<file path="src/rtl/minmax_stream.sv">
// Streaming min/max tracker: reduces NI valid/ready samples to {result, index}.
// Optional early end-of-frame (s_last, m_count) under `MINMAX_STREAM_LAST_EN.
module minmax_stream #(
  parameter int W    = 12,
  parameter int NI   = 9,
  parameter int IDXW = (NI > 1) ? $clog2(NI) : 1
) (
  input  logic            clk,
  input  logic            rst_n,
  input  logic            us_sel,
  input  logic            min_max_sel,
  input  logic            s_valid,
  output logic            s_ready,
  input  logic [W-1:0]    s_data,
`ifdef MINMAX_STREAM_LAST_EN
  input  logic            s_last,
  output logic [IDXW:0]   m_count,
`endif
  output logic            m_valid,
  input  logic            m_ready,
  output logic [W-1:0]    m_result,
  output logic [IDXW-1:0] m_index
);

  typedef enum logic [1:0] {
    IDLE = 2'd0,
    ACC  = 2'd1,
    OUT  = 2'd2
  } state_t;

  localparam logic [IDXW-1:0] LAST_IDX = IDXW'(NI - 1);

  state_t          state_q, state_d;
  logic [IDXW-1:0] cnt_q, cnt_d;
  logic [W-1:0]    best_q, best_d;
  logic [IDXW-1:0] idx_q, idx_d;
  logic            us_q, us_d;
  logic            mm_q, mm_d;
  logic            alive_q;
  logic            beat;
  logic            lt, gt, better, end_beat;
`ifdef MINMAX_STREAM_LAST_EN
  logic [IDXW:0]   count_q, count_d;
`endif

  // alive_q keeps s_ready low while reset is asserted and releases it one cycle later
  assign s_ready  = alive_q && (state_q != OUT);
  assign m_valid  = (state_q == OUT);
  assign m_result = best_q;
  assign m_index  = idx_q;
  assign beat     = s_valid && s_ready;
`ifdef MINMAX_STREAM_LAST_EN
  assign m_count  = count_q;
`endif

  always_comb begin
    lt = 1'b0;
    gt = 1'b0;
    if (us_q) begin
      lt = $signed(s_data) < $signed(best_q);
      gt = $signed(s_data) > $signed(best_q);
    end else begin
      lt = s_data < best_q;
      gt = s_data > best_q;
    end
    better   = mm_q ? gt : lt;
`ifdef MINMAX_STREAM_LAST_EN
    end_beat = (cnt_q == LAST_IDX) || s_last;
`else
    end_beat = (cnt_q == LAST_IDX);
`endif
  end

  always_comb begin
    state_d = state_q;
    cnt_d   = cnt_q;
    best_d  = best_q;
    idx_d   = idx_q;
    us_d    = us_q;
    mm_d    = mm_q;
`ifdef MINMAX_STREAM_LAST_EN
    count_d = count_q;
`endif
    case (state_q)
      IDLE, ACC: begin
        if (beat) begin
          if (state_q == IDLE) begin
            us_d   = us_sel;
            mm_d   = min_max_sel;
            best_d = s_data;
            idx_d  = '0;
          end else if (better) begin
            best_d = s_data;
            idx_d  = cnt_q;
          end
          if (end_beat) begin
            state_d = OUT;
            cnt_d   = '0;
`ifdef MINMAX_STREAM_LAST_EN
            count_d = {1'b0, cnt_q} + (IDXW + 1)'(1);
`endif
          end else begin
            state_d = ACC;
            cnt_d   = cnt_q + IDXW'(1);
          end
        end
      end
      OUT: begin
        if (m_ready) state_d = IDLE;
      end
      default: state_d = IDLE;
    endcase
  end

  always_ff @(posedge clk or negedge rst_n) begin
    if (!rst_n) begin
      state_q <= IDLE;
      cnt_q   <= '0;
      best_q  <= '0;
      idx_q   <= '0;
      us_q    <= 1'b0;
      mm_q    <= 1'b0;
      alive_q <= 1'b0;
`ifdef MINMAX_STREAM_LAST_EN
      count_q <= '0;
`endif
    end else begin
      state_q <= state_d;
      cnt_q   <= cnt_d;
      best_q  <= best_d;
      idx_q   <= idx_d;
      us_q    <= us_d;
      mm_q    <= mm_d;
      alive_q <= 1'b1;
`ifdef MINMAX_STREAM_LAST_EN
      count_q <= count_d;
`endif
    end
  end

endmodule

</file>
<file path="config.mk">
export PLATFORM = sky130hd
export DESIGN_NAME = minmax_stream
export DESIGN_NICKNAME = d
export VERILOG_FILES = /design/src/rtl/minmax_stream.sv
export SDC_FILE = /design/constraint.sdc
export NUM_CORES = 1
export LEC_CHECK = 0
export CORE_MARGIN = 2
export CORE_UTILIZATION = 44
export DETAILED_ROUTE_END_ITERATION = 8
export PLACE_DENSITY = 0.76
export SETUP_SLACK_MARGIN = 0.02
export SKIP_LAST_GASP = 1
export SYNTH_ARGS = -nofsm -noshare
export SYNTH_HDL_FRONTEND = slang
export SYNTH_SLANG_ARGS = --single-unit
</file>
<file path="constraint.sdc">
create_clock -name clk -period 2.1 [get_ports clk]
set_input_delay 0.42 -clock clk [delete_from_list [all_inputs] [get_ports clk]]
set_output_delay 0.42 -clock clk [all_outputs]
set_load 0.05 [all_outputs]
</file>
# Word-level counts from Yosys, hierarchy flattened
# Cells that the tools add are included.
# word_totals
regBits,25
input_bits,18
out_inout_bits,18
wordCells,39
# classes
n_addsub,1
order_cmp,4
n_eq_ne,6
mux,12
n_reduce_logical,9
# ops
cell,n
12-bit greater-than comparator,2
12-bit < comparator,2
12-bit two-way mux,2
4-bit two-way mux,3
2-bit two-way mux,3
3-bit AND reduction,2
4-bit by 1-bit adder with 4-bit output (second input constant),1
4-bit == test (second input constant),1
2-bit inequality test (second input constant),2
2-bit one-hot mux with 2 select lines,1
2-bit AND reduction,2
1-bit two-way mux,3
2-bit by 1-bit == test with 1-bit output (second input constant),1
2-bit == test (second input constant),1
1-bit logical AND,2
2-bit logical NOT,1
2-bit by 1-bit inequality test with 1-bit output (second input constant),1
2-bit nonzero test,1
2-bit OR reduction,1

# Logic depth before layout (Yosys ltp)
# logic_depth
ltp_word,5
depth_mapped,10
mapped_depth_nobuf,9

# Least setup slack after synthesis
# No wires, ideal clock.
# synth_timing
path_kind,reg2reg
startpoint,register best_q[11] (netlist: m_result[11])
endpoint,register best_q[10] (netlist: m_result[10])
setup_time_ps,125
t_arrival_ps,2550
t_required_ps,1975
setup_slack_ps,-575
path_stages_with_launch,11
n_path_buf,1
period_less_slack_ps,2675
path_cell_list,dfrtp_1 -> inv_1 -> ha_1 -> nand4_1 -> o41ai_1 -> a211o_1 -> a211o_1 -> nand2_2 -> nor2_4 -> buf_8 -> mux2_4
# synth_between
elab_chain_cells,5
elab_cells_between_ends,9
classes_between,4 x order compare; 3 x mux; 2 x reduce/logical
# synth_rtl
item,line,text
"start, declared",35,"logic [W-1:0] best_q, best_d;"
"start signal, assigned",130,best_q <= best_d;
"12-bit < comparator, or another cell as far along",63,lt = s_data < best_q;
1-bit two-way mux,59,if (us_q) begin
1-bit two-way mux (*),66,better = mm_q ? gt : lt;
2-bit nonzero test (no line) (*),--,
3-bit AND reduction (no line) (*),--,
# Mark *: on every way between the ends. The rest lies on a longest branch, timed or not.
# A chain may end at the register's enable or synchronous reset.

# Worst setup path in the final report
# layout_timing
startpoint,register best_q[6] (netlist: m_result[6])
endpoint,register best_q[1] (netlist: m_result[1])
# The elaborated chain is that of the path after synthesis.

==> impl_metrics.py <==
metrics = {
    "placed_design": {
        "dp.final_hpwl_mm": 2.32,
        "number_of_i_o_port_buffers": 35,
        "gp_congestion": 0.779,
        "dp_slack_ns": -0.879,
        "dpl-instance-area_um2": 2020,
        "placedCellCount": 223,
    },
    "clock_tree": {
        "sink_count_of_the_clock_tree": 25,
        "clock_tree_buf_depth": 2,
        "clock_latency_ns": 0.33,
        "tritoncts.num_buffers": 3,
        "clock_tree.htree_level_count": 1,
        "tritoncts": "done",
        "cts.root.buffer_cell": "sky130_fd_sc_hd__clkbuf_4",
        "cts-hold-fix-buffers": 0,
        "clk_transition_reported_paths_ns": 0.15,
    },
    "floorplanning": {
        "number_of_top_level_pins": 36,
        "coreArea_um2": 3080,
        "initial_core_util_pct": 46.3,
        "rows": 20,
        "dieWidth_um": 60.9,
        "die_area_um2": 3710,
        "fp.dieH_um": 60.9,
    },
    "worst_setup_path": {
        "cp_common_cell": "sky130_fd_sc_hd__a211o_1",
        "cp.required_ns": 2.33,
        "worstSetupEndpointType": "flip-flop",
        "cp_arrival_ns": 2.67,
        "reg2reg_from": "m_result[6]",
        "worst_path_dominant_cell_family": "compound AO/OA/AOI/OAI gates",
        "timing.critical_path.slowest_stage_cell": "sky130_fd_sc_hd__dfrtp_2",
        "worst_path_largest_cell_delay_ns": 0.39,
        "setup.worst_path.class": "flip-flop to flip-flop",
        "critical_path.startpoint_type": "flip-flop",
        "critPathLaunch": "m_result[6]",
        "critical_path.cell_chain": "inv_1, ha_4, a21oi_1, a211o_1, a211o_1, a211o_1, nand2_4, nor2_4, buf_12, mux2_4",
        "path_buf_inv": 2,
        "crit_fanout": 7,
    },
    "synthesis": {
        "synthCells": 126,
        "count_of_flip_flops_with_a_built_in_enable_after_synthesis": 0,
        "post-synth-top-area-fraction_pct": 43.9,
        "synthesis.area_um2": 1420,
        "synthFlopType": "sky130_fd_sc_hd__dfrtp_1",
        "synth_seq_area_share_pct": 43.9,
        "postSynth.asyncResetShare_pct": 100,
        "synth_top_area_cell": "sky130_fd_sc_hd__dfrtp_1",
        "yosysUniqueCellTypes": 34,
        "synth-seq-cells": 25,
        "syn_avg_cell_area_um2": 11.3,
        "synth_warnings": 0,
        "synth_top_cells_by_area": "sky130_fd_sc_hd__dfrtp_1 44%, sky130_fd_sc_hd__ha_1 12%, sky130_fd_sc_hd__mux2_2 7.1%, sky130_fd_sc_hd__mux2_4 6.3%, sky130_fd_sc_hd__inv_1 4.5%",
        "syn_nets": 158,
    },
    "timing": {
        "fin_hold_ws_ns": 0.368,
        "rsz0062_at_grt": "true",
        "post-route-worst-setup-slack_ns": -0.336,
        "final.min_clock_period_ns": 2.44,
        "max_slew.worst_pin.slew_ns": 0.525,
        "maxSlewHeadroom_pct": 64.9,
        "report.final.hold_viol_count": 0,
        "final_worst_path_period_share_pct": 116,
        "finalMaxSlewViolations": 0,
        "final-setup-viol-count": 16,
        "clock-skew-final_ns": 0.00473,
        "clock.fmax_mhz": 411,
    },
    "grt": {
        "first_global_vias": 1267,
        "global_route.overflow_total": 0,
        "largest_net_degree_at_the_start_of_global_routing": 26,
        "grtUsageTotal_pct": 20.3,
        "wire_length_of_the_first_global_routing_pass_mm": 5.55,
        "grt_antenna_before_repair": 0,
    },
    "detailed_routing": {
        "drcViolationCount": 0,
        "wire_per_inst_um": 14.7,
        "routed-via-count": 1185,
        "detail_route.wirelength_mm": 3.38,
        "drtIter0Drc": 24,
        "first_pass_iters": 4,
        "antenna_violating_nets_post_route": 0,
        "detail_route.vias_per_cell": 5.15,
    },
    "pwr": {
        "vdd_drop_max_v": 0.000822,
        "power_per_cell_area_nw_per_um2": 1580,
        "power_leakage_nw": 1.16,
        "total_power_w": 0.00354,
    },
    "min_path": {
        "hp-start": "s_data[0]",
        "min_path_type": "input pin to flip-flop",
    },
    "final_layout": {
        "layout_commonest_cell": "sky130_fd_sc_hd__buf_4",
        "syn_to_final_growth_pct": 57.3,
        "drive_above_1_share_pct": 41.9,
        "num-nets-final": 219,
        "top_library_cells_by_usage_in_the_layout_fill_and_taps_aside": "22 x sky130_fd_sc_hd__buf_4, 14 x sky130_fd_sc_hd__inv_1, 14 x sky130_fd_sc_hd__dfrtp_1",
        "design_area_um2": 2240,
        "diodes": 0,
        "count_of_placed_standard_cells_in_the_final_layout_fillers_left_out": 230,
    },
    "run_status": {
        "violations_in_the_final_reports": "negative setup slack",
        "status": "complete, but fails checks",
    },
    "job": {
        "cap_viol_max_count": 0,
    },
}
[area by class of cell]
type	instances	area, µm²
multi-input cells	83	901
fillers	235	838
flip-flops and latches	25	639
repair buffers	57	551
inverters	17	63.8
well taps	44	55.1
clock buffers	3	22.5
clock inverters	1	7.51
[sequential cells by signal, summed over array words and instances (netlist names)]
name	count
m_index	4
cnt_q	4
us_q	1
state_q	2
alive_q	1
mm_q	1
m_result	12
[cell families after synthesis]
family | synth area share [%]
DFF | 43.9
and+or+nand+nor | 10.6
buffers and inverters | 6.33
AOI/OAI and AO/OA | 13.1
other | 0.263
muxes | 13.4
adders and majority gates | 12.3
[power breakdown]
| group | internal (W) | switching (W) |
|---|---|---|
| Combinational | 0.00117 | 0.00123 |
| Clock | 0.0000731 | 0.000161 |
| Sequential | 0.000719 | 0.000184 |
[metal layers]
| metal | wire (µm) | global-route usage [%] | vias to the layer above |
|---|---|---|---|
| li1 | - | - | 575 |
| met1 | 1400 | 24.7 | 572 |
| met2 | 1780 | 37.0 | 29 |
| met3 | 136 | 2.13 | 9 |
| met4 | 74 | 7.45 | 0 |
| met5 | 0 | 0 | - |
[cell usage after synthesis, drive strengths merged (2+ instances only)]
cell type and count:
o21ai 3, and2 2, a22o 4, dfrtp 25, nand3 4, ha 14, nor2 4, a211o 3
inv 17, nand2b 2, nand4 3, nor3 3, buf 2, a21oi 7, nand2 4, mux2 15
[per-stage QoR]
stage / TNS [ns] / utilization [%]
6_report: -4.95 / 72.8
5_1_grt: -6.26 / 72.8
4_1_cts: -5.01 / 69.2
3_5_place_dp: -13.44 / 65.6
3_3_place_gp: -12.28 / 65.6
2_1_floorplan: -4.83 / -
[path summary, 6_finish.rpt]
| path | end | slack, ns | cells past startpoint |
|---|---|---|---|
| setup / recovery | m_result[1] | -0.34 | 10 |
| hold / removal | m_result[0] | 0.37 | 2 |
| max in group asynchronous | m_result[1] | 1.40 | 2 |
| setup reg to reg | m_result[1] | -0.34 | 10 |
| hold reg to reg | state_q[0] | 0.49 | 1 |
| min in group asynchronous | m_result[2] | 0.43 | 2 |
[repair_timing]
| action | 4_1_cts | 5_1_grt |
|---|---|---|
| resized for setup | 17 | 24 |
| setup endpoints to repair | 16 | 25 |
| buffers inserted | 2 | 0 |
| gates cloned | 1 | 0 |
| pin swaps | 13 | 16 |
Note: power is estimated with default switching activity, not from simulation.
